==> src/rtl/dm_bus_arbiter_if.sv <==
// Data-memory port bundle: CPU and DMA requesters plus the memory handshake.
// The arbiter takes the master view; requesters and memory take the slave view.
interface dm_bus_arbiter_if;
    logic        cpu_req;
    logic        cpu_we;
    logic [31:0] cpu_addr;
    logic [3:0]  cpu_byteen;
    logic [31:0] cpu_wdata;
    logic        cpu_done;
    logic [31:0] cpu_rdata;
    logic        cpu_stall;
    logic        dma_req;
    logic        dma_we;
    logic [31:0] dma_addr;
    logic [3:0]  dma_byteen;
    logic [31:0] dma_wdata;
    logic        dma_done;
    logic [31:0] dma_rdata;
    logic        bus_err;
    logic        mem_req;
    logic        mem_we;
    logic [31:0] mem_addr;
    logic [3:0]  mem_byteen;
    logic [31:0] mem_wdata;
    logic        mem_ack;
    logic [31:0] mem_rdata;

    modport master (
        input  cpu_req, cpu_we, cpu_addr, cpu_byteen, cpu_wdata,
        input  dma_req, dma_we, dma_addr, dma_byteen, dma_wdata,
        input  mem_ack, mem_rdata,
        output cpu_done, cpu_rdata, cpu_stall,
        output dma_done, dma_rdata, bus_err,
        output mem_req, mem_we, mem_addr, mem_byteen, mem_wdata
    );

    modport slave (
        output cpu_req, cpu_we, cpu_addr, cpu_byteen, cpu_wdata,
        output dma_req, dma_we, dma_addr, dma_byteen, dma_wdata,
        output mem_ack, mem_rdata,
        input  cpu_done, cpu_rdata, cpu_stall,
        input  dma_done, dma_rdata, bus_err,
        input  mem_req, mem_we, mem_addr, mem_byteen, mem_wdata
    );
endinterface

==> src/rtl/dm_bus_arbiter.sv <==
// Data-memory port arbiter between the CPU M-stage and the DMA/debug master.
// One latched transaction at a time, round-robin on ties, with ack timeout.
module dm_bus_arbiter #(
    parameter int TIMEOUT = 64
) (
    input logic              clk,
    input logic              reset,
    dm_bus_arbiter_if.master bus
);
    localparam int CW = $clog2(TIMEOUT) + 1;
    localparam logic [CW-1:0] CNT_LAST = CW'(TIMEOUT - 1);
    localparam logic [CW-1:0] CNT_MAX  = '1;

    typedef enum logic { S_IDLE, S_WAIT } state_e;
    typedef enum logic { OWN_CPU, OWN_DMA } owner_e;

    state_e        state_q, state_d;
    owner_e        last_grant_q, last_grant_d;
    logic [CW-1:0] cnt_q, cnt_d;
    logic          mem_req_q, mem_req_d;
    logic          mem_we_q, mem_we_d;
    logic [31:0]   mem_addr_q, mem_addr_d;
    logic [3:0]    mem_byteen_q, mem_byteen_d;
    logic [31:0]   mem_wdata_q, mem_wdata_d;
    logic          cpu_done_q, cpu_done_d;
    logic          dma_done_q, dma_done_d;
    logic          bus_err_q, bus_err_d;
    logic [31:0]   cpu_rdata_q, cpu_rdata_d;
    logic [31:0]   dma_rdata_q, dma_rdata_d;
    logic          pick_cpu, pick_dma, done_cycle;

    // Ties go to whoever was not served last.
    assign pick_cpu   = bus.cpu_req & (~bus.dma_req | (last_grant_q == OWN_DMA));
    assign pick_dma   = bus.dma_req & (~bus.cpu_req | (last_grant_q == OWN_CPU));
    assign done_cycle = cpu_done_q | dma_done_q;

    always_comb begin
        state_d      = state_q;
        last_grant_d = last_grant_q;
        cnt_d        = cnt_q;
        mem_req_d    = mem_req_q;
        mem_we_d     = mem_we_q;
        mem_addr_d   = mem_addr_q;
        mem_byteen_d = mem_byteen_q;
        mem_wdata_d  = mem_wdata_q;
        cpu_done_d   = 1'b0;
        dma_done_d   = 1'b0;
        bus_err_d    = 1'b0;
        cpu_rdata_d  = cpu_rdata_q;
        dma_rdata_d  = dma_rdata_q;
        unique case (state_q)
            S_IDLE: begin
                mem_req_d = 1'b0;
                // The owner still holds req during its done cycle; skip it.
                if (!done_cycle) begin
                    unique case (1'b1)
                        pick_cpu: begin
                            state_d      = S_WAIT;
                            last_grant_d = OWN_CPU;
                            cnt_d        = '0;
                            mem_req_d    = 1'b1;
                            mem_we_d     = bus.cpu_we;
                            mem_addr_d   = bus.cpu_addr & 32'hFFFF_FFFC;
                            mem_byteen_d = bus.cpu_we ? bus.cpu_byteen : 4'b0000;
                            mem_wdata_d  = bus.cpu_wdata;
                        end
                        pick_dma: begin
                            state_d      = S_WAIT;
                            last_grant_d = OWN_DMA;
                            cnt_d        = '0;
                            mem_req_d    = 1'b1;
                            mem_we_d     = bus.dma_we;
                            mem_addr_d   = bus.dma_addr & 32'hFFFF_FFFC;
                            mem_byteen_d = bus.dma_we ? bus.dma_byteen : 4'b0000;
                            mem_wdata_d  = bus.dma_wdata;
                        end
                        default: ;
                    endcase
                end
            end
            S_WAIT: begin
                cnt_d = (cnt_q == CNT_MAX) ? cnt_q : cnt_q + CW'(1);
                if (bus.mem_ack) begin
                    state_d   = S_IDLE;
                    mem_req_d = 1'b0;
                    if (last_grant_q == OWN_CPU) begin
                        cpu_done_d  = 1'b1;
                        cpu_rdata_d = bus.mem_rdata;
                    end else begin
                        dma_done_d  = 1'b1;
                        dma_rdata_d = bus.mem_rdata;
                    end
                end else if (cnt_q == CNT_LAST) begin
                    state_d   = S_IDLE;
                    mem_req_d = 1'b0;
                    bus_err_d = 1'b1;
                    if (last_grant_q == OWN_CPU) begin
                        cpu_done_d  = 1'b1;
                        cpu_rdata_d = 32'h0;
                    end else begin
                        dma_done_d  = 1'b1;
                        dma_rdata_d = 32'h0;
                    end
                end
            end
        endcase
    end

    always_ff @(posedge clk or negedge reset) begin
        if (!reset) begin
            state_q      <= S_IDLE;
            last_grant_q <= OWN_DMA;
            cnt_q        <= '0;
            mem_req_q    <= 1'b0;
            mem_we_q     <= 1'b0;
            mem_addr_q   <= 32'h0;
            mem_byteen_q <= 4'b0000;
            mem_wdata_q  <= 32'h0;
            cpu_done_q   <= 1'b0;
            dma_done_q   <= 1'b0;
            bus_err_q    <= 1'b0;
            cpu_rdata_q  <= 32'h0;
            dma_rdata_q  <= 32'h0;
        end else begin
            state_q      <= state_d;
            last_grant_q <= last_grant_d;
            cnt_q        <= cnt_d;
            mem_req_q    <= mem_req_d;
            mem_we_q     <= mem_we_d;
            mem_addr_q   <= mem_addr_d;
            mem_byteen_q <= mem_byteen_d;
            mem_wdata_q  <= mem_wdata_d;
            cpu_done_q   <= cpu_done_d;
            dma_done_q   <= dma_done_d;
            bus_err_q    <= bus_err_d;
            cpu_rdata_q  <= cpu_rdata_d;
            dma_rdata_q  <= dma_rdata_d;
        end
    end

    assign bus.mem_req    = mem_req_q;
    assign bus.mem_we     = mem_we_q;
    assign bus.mem_addr   = mem_addr_q;
    assign bus.mem_byteen = mem_byteen_q;
    assign bus.mem_wdata  = mem_wdata_q;
    assign bus.cpu_done   = cpu_done_q;
    assign bus.dma_done   = dma_done_q;
    assign bus.bus_err    = bus_err_q;
    assign bus.cpu_rdata  = cpu_rdata_q;
    assign bus.dma_rdata  = dma_rdata_q;
    assign bus.cpu_stall  = bus.cpu_req & ~cpu_done_q;
endmodule

==> src/flat_wrapper.sv <==
// flat-port wrapper written by rule: the top's interface ports become plain ports
module dm_bus_arbiter_flat 
#(
    parameter int TIMEOUT = 64
)
  (clk, reset, bus_cpu_req, bus_cpu_we, bus_cpu_addr, bus_cpu_byteen, bus_cpu_wdata, bus_dma_req, bus_dma_we, bus_dma_addr, bus_dma_byteen, bus_dma_wdata, bus_mem_ack, bus_mem_rdata, bus_cpu_done, bus_cpu_rdata, bus_cpu_stall, bus_dma_done, bus_dma_rdata, bus_bus_err, bus_mem_req, bus_mem_we, bus_mem_addr, bus_mem_byteen, bus_mem_wdata);
  dm_bus_arbiter_if bus_i ();
  input logic clk;
  input logic reset;
  input wire logic [$bits(bus_i.cpu_req)-1:0] bus_cpu_req;
  input wire logic [$bits(bus_i.cpu_we)-1:0] bus_cpu_we;
  input wire logic [$bits(bus_i.cpu_addr)-1:0] bus_cpu_addr;
  input wire logic [$bits(bus_i.cpu_byteen)-1:0] bus_cpu_byteen;
  input wire logic [$bits(bus_i.cpu_wdata)-1:0] bus_cpu_wdata;
  input wire logic [$bits(bus_i.dma_req)-1:0] bus_dma_req;
  input wire logic [$bits(bus_i.dma_we)-1:0] bus_dma_we;
  input wire logic [$bits(bus_i.dma_addr)-1:0] bus_dma_addr;
  input wire logic [$bits(bus_i.dma_byteen)-1:0] bus_dma_byteen;
  input wire logic [$bits(bus_i.dma_wdata)-1:0] bus_dma_wdata;
  input wire logic [$bits(bus_i.mem_ack)-1:0] bus_mem_ack;
  input wire logic [$bits(bus_i.mem_rdata)-1:0] bus_mem_rdata;
  output wire logic [$bits(bus_i.cpu_done)-1:0] bus_cpu_done;
  output wire logic [$bits(bus_i.cpu_rdata)-1:0] bus_cpu_rdata;
  output wire logic [$bits(bus_i.cpu_stall)-1:0] bus_cpu_stall;
  output wire logic [$bits(bus_i.dma_done)-1:0] bus_dma_done;
  output wire logic [$bits(bus_i.dma_rdata)-1:0] bus_dma_rdata;
  output wire logic [$bits(bus_i.bus_err)-1:0] bus_bus_err;
  output wire logic [$bits(bus_i.mem_req)-1:0] bus_mem_req;
  output wire logic [$bits(bus_i.mem_we)-1:0] bus_mem_we;
  output wire logic [$bits(bus_i.mem_addr)-1:0] bus_mem_addr;
  output wire logic [$bits(bus_i.mem_byteen)-1:0] bus_mem_byteen;
  output wire logic [$bits(bus_i.mem_wdata)-1:0] bus_mem_wdata;
  assign bus_i.cpu_req = bus_cpu_req;
  assign bus_i.cpu_we = bus_cpu_we;
  assign bus_i.cpu_addr = bus_cpu_addr;
  assign bus_i.cpu_byteen = bus_cpu_byteen;
  assign bus_i.cpu_wdata = bus_cpu_wdata;
  assign bus_i.dma_req = bus_dma_req;
  assign bus_i.dma_we = bus_dma_we;
  assign bus_i.dma_addr = bus_dma_addr;
  assign bus_i.dma_byteen = bus_dma_byteen;
  assign bus_i.dma_wdata = bus_dma_wdata;
  assign bus_i.mem_ack = bus_mem_ack;
  assign bus_i.mem_rdata = bus_mem_rdata;
  assign bus_cpu_done = bus_i.cpu_done;
  assign bus_cpu_rdata = bus_i.cpu_rdata;
  assign bus_cpu_stall = bus_i.cpu_stall;
  assign bus_dma_done = bus_i.dma_done;
  assign bus_dma_rdata = bus_i.dma_rdata;
  assign bus_bus_err = bus_i.bus_err;
  assign bus_mem_req = bus_i.mem_req;
  assign bus_mem_we = bus_i.mem_we;
  assign bus_mem_addr = bus_i.mem_addr;
  assign bus_mem_byteen = bus_i.mem_byteen;
  assign bus_mem_wdata = bus_i.mem_wdata;
  dm_bus_arbiter #(.TIMEOUT(TIMEOUT)) u_core (.clk(clk), .reset(reset), .bus(bus_i));
endmodule
==> config.mk <==
export PLATFORM = sky130hd
export DESIGN_NAME = dm_bus_arbiter_flat
export DESIGN_NICKNAME = d
export VERILOG_FILES = /design/src/rtl/dm_bus_arbiter_if.sv /design/src/rtl/dm_bus_arbiter.sv /design/src/flat_wrapper.sv
export SDC_FILE = /design/constraint.sdc
export NUM_CORES = 1
export LEC_CHECK = 0
export CAP_MARGIN = 20
export CORE_UTILIZATION = 30
export DETAILED_ROUTE_END_ITERATION = 8
export GPL_TIMING_DRIVEN = 0
export MAX_ROUTING_LAYER = met4
export PLACE_DENSITY = 0.77
export SETUP_SLACK_MARGIN = 0.05
export SLEW_MARGIN = 25
export SYNTH_ARGS = -nofsm -noshare
export SYNTH_HDL_FRONTEND = slang
export SYNTH_SLANG_ARGS = --single-unit
==> constraint.sdc <==
create_clock -name clk -period 1.6 [get_ports clk]
set_input_delay 0.32 -clock clk [delete_from_list [all_inputs] [get_ports clk]]
set_output_delay 0.32 -clock clk [all_outputs]
set_load 0.02 [all_outputs]
## Yosys cells after proc, flatten, opt, wreduce, memory -nomap -nowiden

Cells that the tools add are included.

- Register bits: 146
- Input bits: 175
- Word-level logic and storage cells: 77

- Add/subtract/negate cells: 1
- Eq/ne operators: 6
- Muxes and demuxes: 38
- Bitwise operators: 12
- Reduce and logical (&&, ||, !) cells: 7

Operator list:

| cell | number |
|---|---|
| $mux 32 | 8 |
| $pmux 32 s2 | 2 |
| $mux 7 | 3 |
| $mux 1 | 17 |
| $pmux 7 s2 | 1 |
| $reduce_and 3->1 | 4 |
| $mux 4 | 2 |
| $pmux 1 s2 | 4 |
| $pmux 4 s2 | 1 |
| $add 7x1->7 const B | 1 |
| $eq 7x6->1 const B | 1 |
| $eq 7x7->1 const B | 1 |
| $ne 2x2->1 const B | 3 |
| $not 1->1 | 6 |
| $reduce_bool 2->1 | 2 |
| $and 1x1->1 | 3 |
| $ne 3x3->1 const B | 1 |
| $or 1x1->1 | 3 |
| $reduce_or 2->1 | 1 |

## Depth between registers and ports, before layout

Gate-level depths: netlist (run 1).

- Depth in word-level cells: 7
- Depth in mapped cells: 8
- Mapped depth without buffers: 5

## Worst setup path before layout (run 1)

No wires, ideal clock.

- Path kind: reg-to-reg
- From: register u_core.dma_done_q, in the netlist u_core.bus.dma_done
- To: register u_core.cnt_q[5]
- Library setup time: 0.124 ns
- Arrival: 1.625 ns
- Path slack: -0.148 ns
- Stages on the path, launching flop included: 6
- Period minus slack after synthesis: 1.748 ns
- Path through: dfrtp_1 > or4_1 > buf_2 > buf_6 > and2_4 > a211o_1

- Longest elaborated chain between the ends: 3

Ends and longest elaborated chain:

| what | RTL line | text |
|---|---|---|
| start: declaration | dm_bus_arbiter.sv:26 | `logic dma_done_q, dma_done_d;` |
| start signal: assignment | dm_bus_arbiter.sv:134 | `dma_done_q <= dma_done_d;` |
| $or 1x1->1 | dm_bus_arbiter.sv:35 | `assign done_cycle = cpu_done_q \| dma_done_q;` |
| $ne 2x2->1 (no line) | - |  |
| $reduce_and 3->1 (no line) | - |  |
| end signal: assignment | dm_bus_arbiter.sv:127 | `cnt_q <= cnt_d;` |
| end: declaration | dm_bus_arbiter.sv:19 | `logic [CW-1:0] cnt_q, cnt_d;` |

No other way between the ends.
A chain may end at the register's enable or synchronous reset.

## Worst setup path in the final report (run 1)

- From: register u_core.cnt_q[1]
- To: register u_core.dma_rdata_q[20], in the netlist u_core.bus.dma_rdata[20]

- Longest elaborated chain between the ends: 3

Ends and longest elaborated chain:

| what | RTL line | text |
|---|---|---|
| $eq 7x6->1 | dm_bus_arbiter.sv:93 | `end else if (cnt_q == CNT_LAST) begin` |
| $reduce_bool 2->1 (no line) | - |  |
| $reduce_and 3->1 (no line) | - |  |
| end signal: assignment | dm_bus_arbiter.sv:137 | `dma_rdata_q <= dma_rdata_d;` |
| end: declaration | dm_bus_arbiter.sv:29 | `logic [31:0] dma_rdata_q, dma_rdata_d;` |

No other way between the ends.

==> impl_metrics.py, run 1 <==
metrics = {
    "status": {
        "status": "finished, violations left",
        "failed_checks": "negative setup slack",
    },
    "pwr": {
        "p_int_w": 0.0130,
        "leakage_nw": 5.30,
        "ir_drop_uv": 878,
        "p_per_area_mw_per_mm2": 1950,
        "switching_share_pct": 40.5,
        "p_sw_w": 0.00883,
        "combPwrFrac_pct": 52.9,
        "total_power_w": 0.0218,
        "seqPwrFrac_pct": 29.9,
        "clkPwrFrac_pct": 17.1,
    },
    "floorplan": {
        "dieArea_mm2": 0.0204,
        "ios": 313,
        "core_mm2": 0.0195,
        "die_h_um": 143,
        "die_w_um": 143,
        "start_util_pct": 30.6,
        "std_cell_rows": 51,
    },
    "setup_path": {
        "reg2reg_from": "u_core.cnt_q[1]$_DFFE_PN0P_",
        "startpoint_type": "register",
        "arrival_ns": 2.12,
        "critical_path.endpoint_type": "register",
        "worstPathMaxFanout": 5,
        "crit_type": "register to register",
        "rr_endpoint": "u_core.bus.dma_rdata[20]$_DFFE_PN0P_",
        "cp.required_ns": 1.91,
        "reg2regPathDepth": 7,
        "r2r_setup_slack_ns": -0.21,
    },
    "timing": {
        "skew_ns": 0.00815,
        "final-setup-viol-count": 143,
        "maxSlewHeadroom_pct": 61.6,
        "period_needed_ns": 1.81,
        "final_hold_viol_count": 0,
        "holdWs_ns": 0.442,
        "worstMarginPinSlew_ns": 0.575,
        "fmax_ghz": 0.553,
        "fin_ws_ns": -0.207,
        "grt_setup_unrepaired": "true",
        "tns_ns": -17.36,
        "slew_viol_final": 0,
        "timing.final.crit_share_pct": 113,
    },
    "detailed_routing": {
        "drt-wirelength-per-cell_um": 18.8,
        "first_pass_iters": 6,
        "vias": 5510,
        "wl_mm": 21.5,
        "postRouteAntennaNets": 0,
        "viasPerCell": 4.80,
        "drtIter0Drc": 188,
        "post-route-drc-count": 0,
    },
    "placement": {
        "dpl_worst_slack_ns": -1.07,
        "gp_congestion": 0.827,
        "dp_hpwl_mm": 14.5,
        "port_buffers": 306,
    },
    "flow_run": {
        "cap_violations": 0,
    },
    "synthesis": {
        "synth_edf_count": 0,
        "yosysSeqAreaShare_pct": 60.6,
        "synth-main-ff-cell": "dfrtp_1",
        "synth_cell_types": 36,
        "netlist_area_mm2": 0.00595,
        "synth-seq-cells": 144,
        "synthCells": 501,
        "async_reset_ff_share_pct": 100,
        "yosys_warnings": 0,
        "synth.avg_cell_area_um2": 11.9,
    },
    "global_routing": {
        "grt_pass1_wl_mm": 31.3,
        "antenna_found_initial": 0,
        "track_usage_pct": 21.2,
        "grt_overflow_total": 0,
        "grt_pass1_vias": 5539,
        "grt_max_degree": 75,
    },
    "final_layout": {
        "drive_gt1_share_pct": 27.5,
        "final_util_pct": 57.6,
        "area_growth_pct": 88.4,
        "diodes": 0,
        "fin_nets": 1046,
    },
    "clock_network": {
        "cts-buffers-inserted": 17,
        "cts_root_buffer": "clkbuf_16",
        "cts_tree": "done",
        "clk_latency_ns": 0.42,
        "cts_max_level": 4,
        "cts_buffer_depth": 2,
        "cts_sinks": 144,
        "clk_pin_slew_ns": 0.06,
    },
    "min_path": {
        "hold_class": "input pin to async pin",
    },
}
==> layout by cell type (no fill, tap or decap), types with 4 or more instances in the layout <==
master           synthesis  layout
clkdlybuf4s50_1          0     168
dfrtp_1                143     142
dlygate4sd2_1            0     132
a22o_1                  67      67
mux2i_1                 62      58
o21ai_2                  1      47
nand2_4                  0      32
nand2_2                  0      27
clkbuf_16                0      25
buf_6                    5      24
o21ai_1                  1      24
buf_4                    4      17
buf_8                    0      15
nand2_1                 73      14
buf_12                   0       6
clkbuf_2                 0       6
nor2_1                   5       5
clkbuf_8                 0       5
clkbuf_1                21       4
clkinv_4                 0       4
==> worst max-delay path by stage <==
stage                                        startpoint                              endpoint  slack, ns
after floorplan           u_core.bus.dma_done$_DFF_PN0_           u_core.cnt_q[5]$_DFFE_PN0P_      -0.12
after global placement                            reset         u_core.bus.dma_done$_DFF_PN0_      -6.08
after detailed placement                    bus_dma_req  u_core.bus.mem_byteen[3]$_DFFE_PN0P_      -1.07
after CTS                   u_core.cnt_q[1]$_DFFE_PN0P_   u_core.bus.dma_rdata[5]$_DFFE_PN0P_      -0.17
after global routing        u_core.cnt_q[1]$_DFFE_PN0P_  u_core.bus.dma_rdata[16]$_DFFE_PN0P_      -0.27
final                       u_core.cnt_q[1]$_DFFE_PN0P_  u_core.bus.dma_rdata[20]$_DFFE_PN0P_      -0.21
==> flip-flops by register name, indices dropped and copies added, names as in the netlist, 4 cells and up <==
name / cells
u_core.bus.mem_addr: 30
u_core.bus.mem_byteen: 4
u_core.cnt_q: 7
u_core.bus.dma_rdata: 32
u_core.bus.mem_wdata: 32
u_core.bus.cpu_rdata: 32
==> stage by stage <==
step / instance area (um^2) / instances
2_1_floorplan: 6010 / 502
3_3_place_gp: 9400 / 1073
3_5_place_dp: 9430 / 1074
4_1_cts: 10600 / 1137
5_1_grt: 11200 / 1148
6_report: 11200 / 1148
==> cell type report <==
cell class                      instances  area, um^2
Buffer                                 41         520
Clock buffer                           22         474
Clock inverter                         10        80.1
Fill cell                            1647        8250
Inverter                                5        18.8
Multi-Input combinational cell        313        2730
Sequential cell                       144        3610
Tap cell                              265         332
Timing Repair Buffer                  348        3450
==> logic make-up after synthesis <==
| family | Yosys count | share of synthesized area [%] |
|---|---|---|
| AND/OR/NAND/NOR | 95 | 6.90 |
| other | 1 | 0.0630 |
| XOR/XNOR | 3 | 0.442 |
| flip-flops | 144 | 60.6 |
| adder cells (fa/ha/maj) | 1 | 0.210 |
| buffers and inverters | 46 | 4.02 |
| AO/OA/AOI/OAI | 149 | 17.4 |
| multiplexers | 62 | 10.4 |
==> power groups by stage <==
stage          Combinational (W)  Clock (W)  Sequential [W]
2_1_floorplan            0.00286          0         0.00820
3_3_place_gp             0.00950          0         0.00629
3_5_place_dp             0.00964          0         0.00632
4_1_cts                   0.0103    0.00383         0.00626
5_1_grt                   0.0122    0.00399         0.00673
6_report                  0.0115    0.00374         0.00653
==> routing by layer <==
metal / GRT usage, % / routed length (um)
met1: 24.4 / 8470
met2: 36.2 / 11000
met3: 5.26 / 1710
met4: 7.07 / 342
met5: - / 0
==> critical path: stages, from the launching register on <==
cell and delay, ns:
dfrtp_1 0.39, ha_2 0.20, nand4_1 0.15, nor3b_4 0.24
buf_6 0.16, o211ai_2 0.18, buf_6 0.19, a22o_1 0.20
==> synthesized netlist by cell type (2+ instances only) <==
master    count  area, um^2
a21oi_1       2        10.0
a22o_1       67         587
a32oi_1       4        35.0
buf_2        11        55.1
buf_4         4        30.0
buf_6         5        56.3
clkbuf_1     21        78.8
dfrtp_1     143        3580
inv_1         5        18.8
mux2i_1      62         621
nand2_1      73         274
nand3_1       4        20.0
nor2_1        5        18.8
nor2b_1       2        12.5
nor4_1        2        12.5
o21ai_0      70         350
xnor2_1       2        17.5
==> repair_timing <==
action	4_1_cts	5_1_grt
gates cloned	12	5
pin swaps	52	62
resized for setup	330	145
hold buffers	1	0
endpoints found under the hold margin	73	0
setup endpoints to repair	279	148
buffers inserted	18	8
Note: power is estimated with default switching activity, not from simulation.
==> run 2, diff against run 1 <==
ABC_AREA = 1   (was not set)
PLACE_DENSITY = 0.75   (was 0.77)
==> run 2 against run 1 <==
The run ends with design-rule violations, negative setup slack left. Synthesized area grew 14%. Routed wire length increased by 11%. Via count grew 25%. Final cell count is 37% higher. Global-route usage shrank 0.36 points. Largest cell class is now sequential cells.
==> impl_metrics.py, run 2 <==
metrics = {
    "final_layout": {
        "drive_gt1_share_pct": 14.0,
        "mostFrequentLayoutCells": "582 x nand2_1, 167 x clkdlybuf4s50_1, 141 x dfrtp_1, 130 x dlygate4sd2_1",
        "layout_commonest_cell": "nand2_1",
        "fin_nets": 1452,
        "area_growth_pct": 68.5,
        "diodes": 0,
    },
    "pwr": {
        "leakage_nw": 6.34,
        "combPwrFrac_pct": 48.0,
        "p_int_w": 0.0119,
        "switching_share_pct": 42.5,
        "p_per_area_mw_per_mm2": 1820,
        "p_sw_w": 0.00882,
        "clkPwrFrac_pct": 21.3,
        "ir_drop_uv": 713,
        "seqPwrFrac_pct": 30.8,
    },
    "floorplan": {
        "std_cell_rows": 54,
        "die_h_um": 152,
        "start_util_pct": 30.8,
        "ios": 313,
        "die_w_um": 152,
        "dieArea_mm2": 0.0232,
        "core_mm2": 0.0220,
    },
    "status": {
        "status": "finished, violations left",
        "failed_checks": "design-rule violations, negative setup slack",
    },
    "synthesis": {
        "synth-seq-cells": 144,
        "async_reset_ff_share_pct": 100,
        "netlist_area_mm2": 0.00677,
        "synthCells": 928,
        "synth_top_area_share_pct": 52.9,
        "synthTopCellsByCount": "646 x nand2_1, 143 x dfrtp_1, 44 x inv_1, 27 x buf_2, 17 x nand3_1",
        "yosysTopAreaCell": "dfrtp_1",
        "synth_edf_count": 0,
        "yosys_warnings": 0,
        "synth.most_common_cell": "nand2_1",
        "synth_area_leaders": "dfrtp_1 53%, nand2_1 36%, inv_1 2.4%, buf_2 2.0%, buf_6 1.3%",
        "yosysSeqAreaShare_pct": 53.3,
        "synth_cell_types": 24,
        "synth.avg_cell_area_um2": 7.29,
        "synth-main-ff-cell": "dfrtp_1",
    },
    "setup_path": {
        "startpoint_type": "register",
        "crit_type": "register to register",
        "cp.required_ns": 1.93,
        "arrival_ns": 1.93,
        "critical_path.endpoint_type": "register",
        "worstPathMaxFanout": 8,
    },
    "timing": {
        "timing.final.crit_share_pct": 100,
        "fin_ws_ns": -0.0000391,
        "worstMarginPinSlew_ns": 0.572,
        "final_hold_viol_count": 0,
        "grt_setup_unrepaired": "true",
        "final-setup-viol-count": 1,
        "holdWs_ns": 0.385,
        "skew_ns": 0.0224,
        "maxSlewHeadroom_pct": 61.9,
        "fmax_ghz": 0.625,
        "slew_viol_final": 0,
        "period_needed_ns": 1.60,
    },
    "detailed_routing": {
        "top_layer": "met4",
        "post-route-drc-count": 9,
        "first_pass_iters": 7,
        "postRouteAntennaNets": 0,
        "drtIter0Drc": 406,
        "drt-met1-wl_mm": 10.5,
        "wl_met3_mm": 1.05,
        "met2_length_mm": 12.0,
        "viasPerCell": 4.39,
        "vias": 6888,
        "drt-wirelength-per-cell_um": 15.2,
        "wl_mm": 23.9,
    },
    "placement": {
        "dp_hpwl_mm": 17.2,
        "dpl_worst_slack_ns": -0.361,
        "gp_congestion": 0.929,
        "port_buffers": 305,
    },
    "clock_network": {
        "clk_latency_ns": 0.43,
        "cts_sinks": 144,
        "cts_buffer_depth": 2,
        "cts_max_level": 4,
        "cts-buffers-inserted": 17,
        "cts_root_buffer": "clkbuf_16",
        "clk_pin_slew_ns": 0.07,
        "cts_tree": "done",
    },
    "global_routing": {
        "track_usage_pct": 20.9,
        "grt_overflow_total": 0,
        "grt_max_degree": 74,
        "grt_pass1_vias": 6549,
        "antenna_found_initial": 0,
        "grt_pass1_wl_mm": 36.2,
    },
    "min_path": {
        "hold_class": "input pin to register",
    },
    "flow_run": {
        "cap_violations": 0,
    },
}
run 2: changes by cell type in the layout (fill, tap and decap cells not counted), moves of 7 or more:
cell,before,now
a22o_1,67,0
buf_2,3,11
buf_6,24,7
inv_1,3,43
mux2i_1,58,0
nand2_1,14,582
nand2_2,27,43
nand2_4,32,25
nand3_1,2,17
o21ai_1,24,0
o21ai_2,47,0
run 2: cells by family after synthesis:
kind of cell,synth area share (%)
buffers and inverters,6.88
DFF,53.3
and+or+nand+nor,39.2
adders and majority gates,0.185
other,0.0554
AOI/OAI and AO/OA,0.296
xor gates and xnor gates,0.129
run 2: timing repair:
action / in CTS / in global routing
pin swaps: 2 / 20
setup endpoints to repair: 259 / 126
setup buffers: 2 / 13
cloned: 0 / 7
gates resized for setup: 143 / 141
endpoints found under the hold margin: 70 / 0
hold buffers: 1 / 0
run 2: final cells by class:
| cell class | count | area, um^2 |
|---|---|---|
| Fill cell | 2081 | 10600 |
| Sequential cell | 144 | 3610 |
| Timing Repair Buffer | 328 | 3190 |
| Multi-Input combinational cell | 693 | 3020 |
| Clock buffer | 19 | 453 |
| Buffer | 45 | 390 |
| Tap cell | 280 | 350 |
| Clock inverter | 13 | 199 |
| Inverter | 47 | 193 |
run 2: path summary, 6_finish.rpt:
kind                                                           start                                    to  slack, ns  cells after the start
worst max-delay path                     u_core.cnt_q[1]$_DFFE_PN0P_   u_core.bus.cpu_rdata[9]$_DFFE_PN0P_   -0.00004                      9
worst min-delay path                                     bus_mem_ack  u_core.bus.cpu_rdata[14]$_DFFE_PN0P_       0.39                      5
worst max register to register           u_core.cnt_q[1]$_DFFE_PN0P_   u_core.bus.cpu_rdata[9]$_DFFE_PN0P_   -0.00004                      9
worst min register to register  u_core.bus.cpu_rdata[10]$_DFFE_PN0P_  u_core.bus.cpu_rdata[10]$_DFFE_PN0P_       0.47                      2
max in group asynchronous                                      reset   u_core.bus.mem_addr[13]$_DFFE_PN0P_       0.35                      3
min in group asynchronous                                      reset   u_core.bus.cpu_rdata[7]$_DFFE_PN0P_       0.45                      2
run 2: critical path, stage by stage, from the launching register on:
cell       delay (ns)
dfrtp_1          0.43
ha_4             0.18
nand2_4          0.06
nor2_4           0.14
nand2_2          0.08
nand2_4          0.17
nand2_8          0.13
clkbuf_16        0.21
nand2_2          0.05
nand2_1          0.05
run 2: power groups by stage:
stage          sequential, W  combinational [W]  clock [W]
2_1_floorplan        0.00811            0.00314          0
3_3_place_gp         0.00624            0.00994          0
3_5_place_dp         0.00627             0.0101          0
4_1_cts              0.00618            0.00904    0.00451
5_1_grt              0.00659             0.0108    0.00467
6_report             0.00638            0.00995    0.00441
run 2: per-layer routing:
layer,global-route usage (%),vias to the layer above
li1,-,3465
met1,25.8,3196
met2,34.1,202
met3,3.47,25
met4,8.16,0
met5,-,-
run 2: stage by stage:
step / power [W] / std cells / TNS [ns] / utilization, % / cell area (um^2)
finish: 0.0207 / 1569 / -0.0000391 / 51.9 / 11400
global route: 0.0220 / 1569 / -1.58 / 51.9 / 11400
CTS: 0.0197 / 1550 / 0 / 48.9 / 10700
detailed placement: 0.0163 / 1515 / -19.53 / 46.5 / 10200
global placement: 0.0162 / 1514 / -849.87 / 46.3 / 10200
floorplan: 0.0112 / 929 / 0 / - / 6770
==> run 3, diff against run 2 <==
CORE_MARGIN = 1   (was not set)
PLACE_DENSITY = 0.72   (was 0.75)
clock period = 1.95 ns   (was 1.6 ns; I/O delays follow)
==> run 3 against run 2 <==
The run ends with design-rule violations left. Clock skew shrank 0.011 ns. Critical path type is now register to primary output. Global-route usage fell by 0.84 points. First-iteration DRC count fell by 8.9%. Worst setup slack better by 0.14 ns. Worst hold slack improved by 0.082 ns.
==> impl_metrics.py, run 3 (synthesized netlist as in run 2, its figures left out) <==
metrics = {
    "setup_path": {
        "crit_type": "register to primary output",
        "arrival_ns": 1.42,
        "cp.required_ns": 1.56,
        "cp_top_family": "buffers and inverters",
        "timing.critical_path.buf_inv": 1,
        "startpoint": "u_core.bus.mem_wdata[24]$_DFFE_PN0P_",
        "crit_slowest_cell": "clkdlybuf4s50_1",
        "startpoint_type": "register",
        "reg2reg_from": "u_core.last_grant_q$_DFFE_PN1P_",
        "critical_path.endpoint_type": "primary output",
        "r2r_setup_slack_ns": 0.30,
        "slowest_delay_ns": 0.66,
        "cp_cell_sequence": "clkdlybuf4s50_1",
        "worstPathMaxFanout": 2,
    },
    "placement": {
        "port_buffers": 305,
        "dpl_worst_slack_ns": -0.0737,
        "dp_hpwl_mm": 16.8,
        "gp_congestion": 0.904,
    },
    "clock_network": {
        "cts_root_buffer": "clkbuf_16",
        "clk_latency_ns": 0.41,
        "clk_pin_slew_ns": 0.06,
        "cts_sinks": 144,
        "cts_buffer_depth": 2,
        "postCtsSetupBuffers": 0,
        "cts_tree": "done",
        "cts-buffers-inserted": 17,
        "cts_max_level": 4,
    },
    "min_path": {
        "hold_path_startpoint": "u_core.bus.cpu_rdata[23]$_DFFE_PN0P_",
        "hold_class": "register to register",
    },
    "detailed_routing": {
        "viasPerCell": 4.35,
        "drtIter0Drc": 370,
        "drt-wirelength-per-cell_um": 14.3,
        "wl_mm": 22.1,
        "first_pass_iters": 7,
        "post-route-drc-count": 12,
        "postRouteAntennaNets": 0,
        "vias": 6731,
    },
    "timing": {
        "tns_ns": 0,
        "grt_setup_unrepaired": "false",
        "fin_ws_ns": 0.138,
        "maxSlewHeadroom_pct": 64.8,
        "worstMarginPinSlew_ns": 0.529,
        "period_needed_ns": 1.81,
        "fmax_ghz": 0.552,
        "timing.final.crit_share_pct": 92.9,
        "skew_ns": 0.0113,
        "final_hold_viol_count": 0,
        "final-setup-viol-count": 0,
        "slew_viol_final": 0,
    },
    "global_routing": {
        "grt_pass1_wl_mm": 35.4,
        "grt_pass1_vias": 6704,
        "antenna_found_initial": 0,
        "grt_max_degree": 81,
        "track_usage_pct": 20.0,
        "grt_overflow_total": 0,
    },
    "floorplan": {
        "dieArea_mm2": 0.0232,
        "start_util_pct": 30.8,
        "die_w_um": 152,
        "std_cell_rows": 54,
        "ios": 313,
        "core_mm2": 0.0220,
        "die_h_um": 152,
    },
    "pwr": {
        "ir_drop_uv": 545,
        "leakage_nw": 5.71,
        "p_per_area_mw_per_mm2": 1520,
    },
    "final_layout": {
        "fin_nets": 1431,
        "mostFrequentLayoutCells": "646 x nand2_1, 303 x clkdlybuf4s50_1, 143 x dfrtp_1, 44 x inv_1, 27 x buf_2",
        "regArea_mm2": 0.00360,
        "area_growth_pct": 59.5,
        "fill_cells": 2170,
        "diodes": 0,
        "drive_gt1_share_pct": 6.86,
        "layout_commonest_cell": "nand2_1",
        "multi_input_area_mm2": 0.00270,
    },
    "status": {
        "status": "finished, violations left",
        "failed_checks": "design-rule violations",
    },
    "flow_run": {
        "cap_violations": 0,
    },
}
[run 3: where the power goes]
group	switching [W]	total, W	internal, W
Sequential	0.000770	0.00511	0.00434
Clock	0.00129	0.00316	0.00187
Combinational	0.00460	0.00812	0.00352
Total	0.00666	0.0164	0.00972
[run 3: path summary, 6_finish.rpt]
path | endpoint | cells past startpoint
max | bus_mem_wdata[24] | 1
min | u_core.bus.cpu_rdata[23]$_DFFE_PN0P_ | 2
max reg2reg | u_core.bus.mem_addr[24]$_DFFE_PN0P_ | 8
min reg2reg | u_core.bus.cpu_rdata[23]$_DFFE_PN0P_ | 2
max in group asynchronous | u_core.last_grant_q$_DFFE_PN1P_ | 3
min in group asynchronous | u_core.bus.cpu_rdata[9]$_DFFE_PN0P_ | 2
[run 3: area by class of cell]
cell class,count,share of cell area [%]
Buffer,46,2.68
Sequential cell,144,33.4
Tap cell,280,3.25
Clock buffer,21,4.36
Timing Repair Buffer,307,28.7
Multi-Input combinational cell,692,25.0
Inverter,47,1.63
Clock inverter,11,0.974
[run 3: per-layer routing]
| layer | routed length [um] | track usage, % | vias to the layer above |
|---|---|---|---|
| met1 | 9470 | 23.8 | 3050 |
| met2 | 10600 | 32.7 | 223 |
| li1 | - | - | 3409 |
| met5 | 0 | - | - |
| met3 | 1220 | 4.38 | 49 |
| met4 | 788 | 8.70 | 0 |
[run 3: what timing repair did]
item | in CTS | in global routing
hold buffers | 1 | 0
gates resized for setup | 1 | 0
endpoints found under the hold margin | 64 | 0
endpoints found under the setup margin | 1 | 0
[run 3: tightest hold or removal path: stages (launching register included)]
cell and delay [ns]:
dfrtp_1 0.34, nand2_1 0.05, nand2_1 0.05
[run 3: stage by stage]
stage	util, %	hold slack [ns]	total power (W)	cells	area, um^2
floorplan	-	0.0944	0.00923	929	6770
global placement	46.3	0.454	0.0132	1514	10200
detailed placement	46.5	0.379	0.0134	1515	10200
CTS	49.1	0.472	0.0166	1548	10800
global route	49.1	0.489	0.0174	1548	10800
finish	49.1	0.468	0.0164	1548	10800
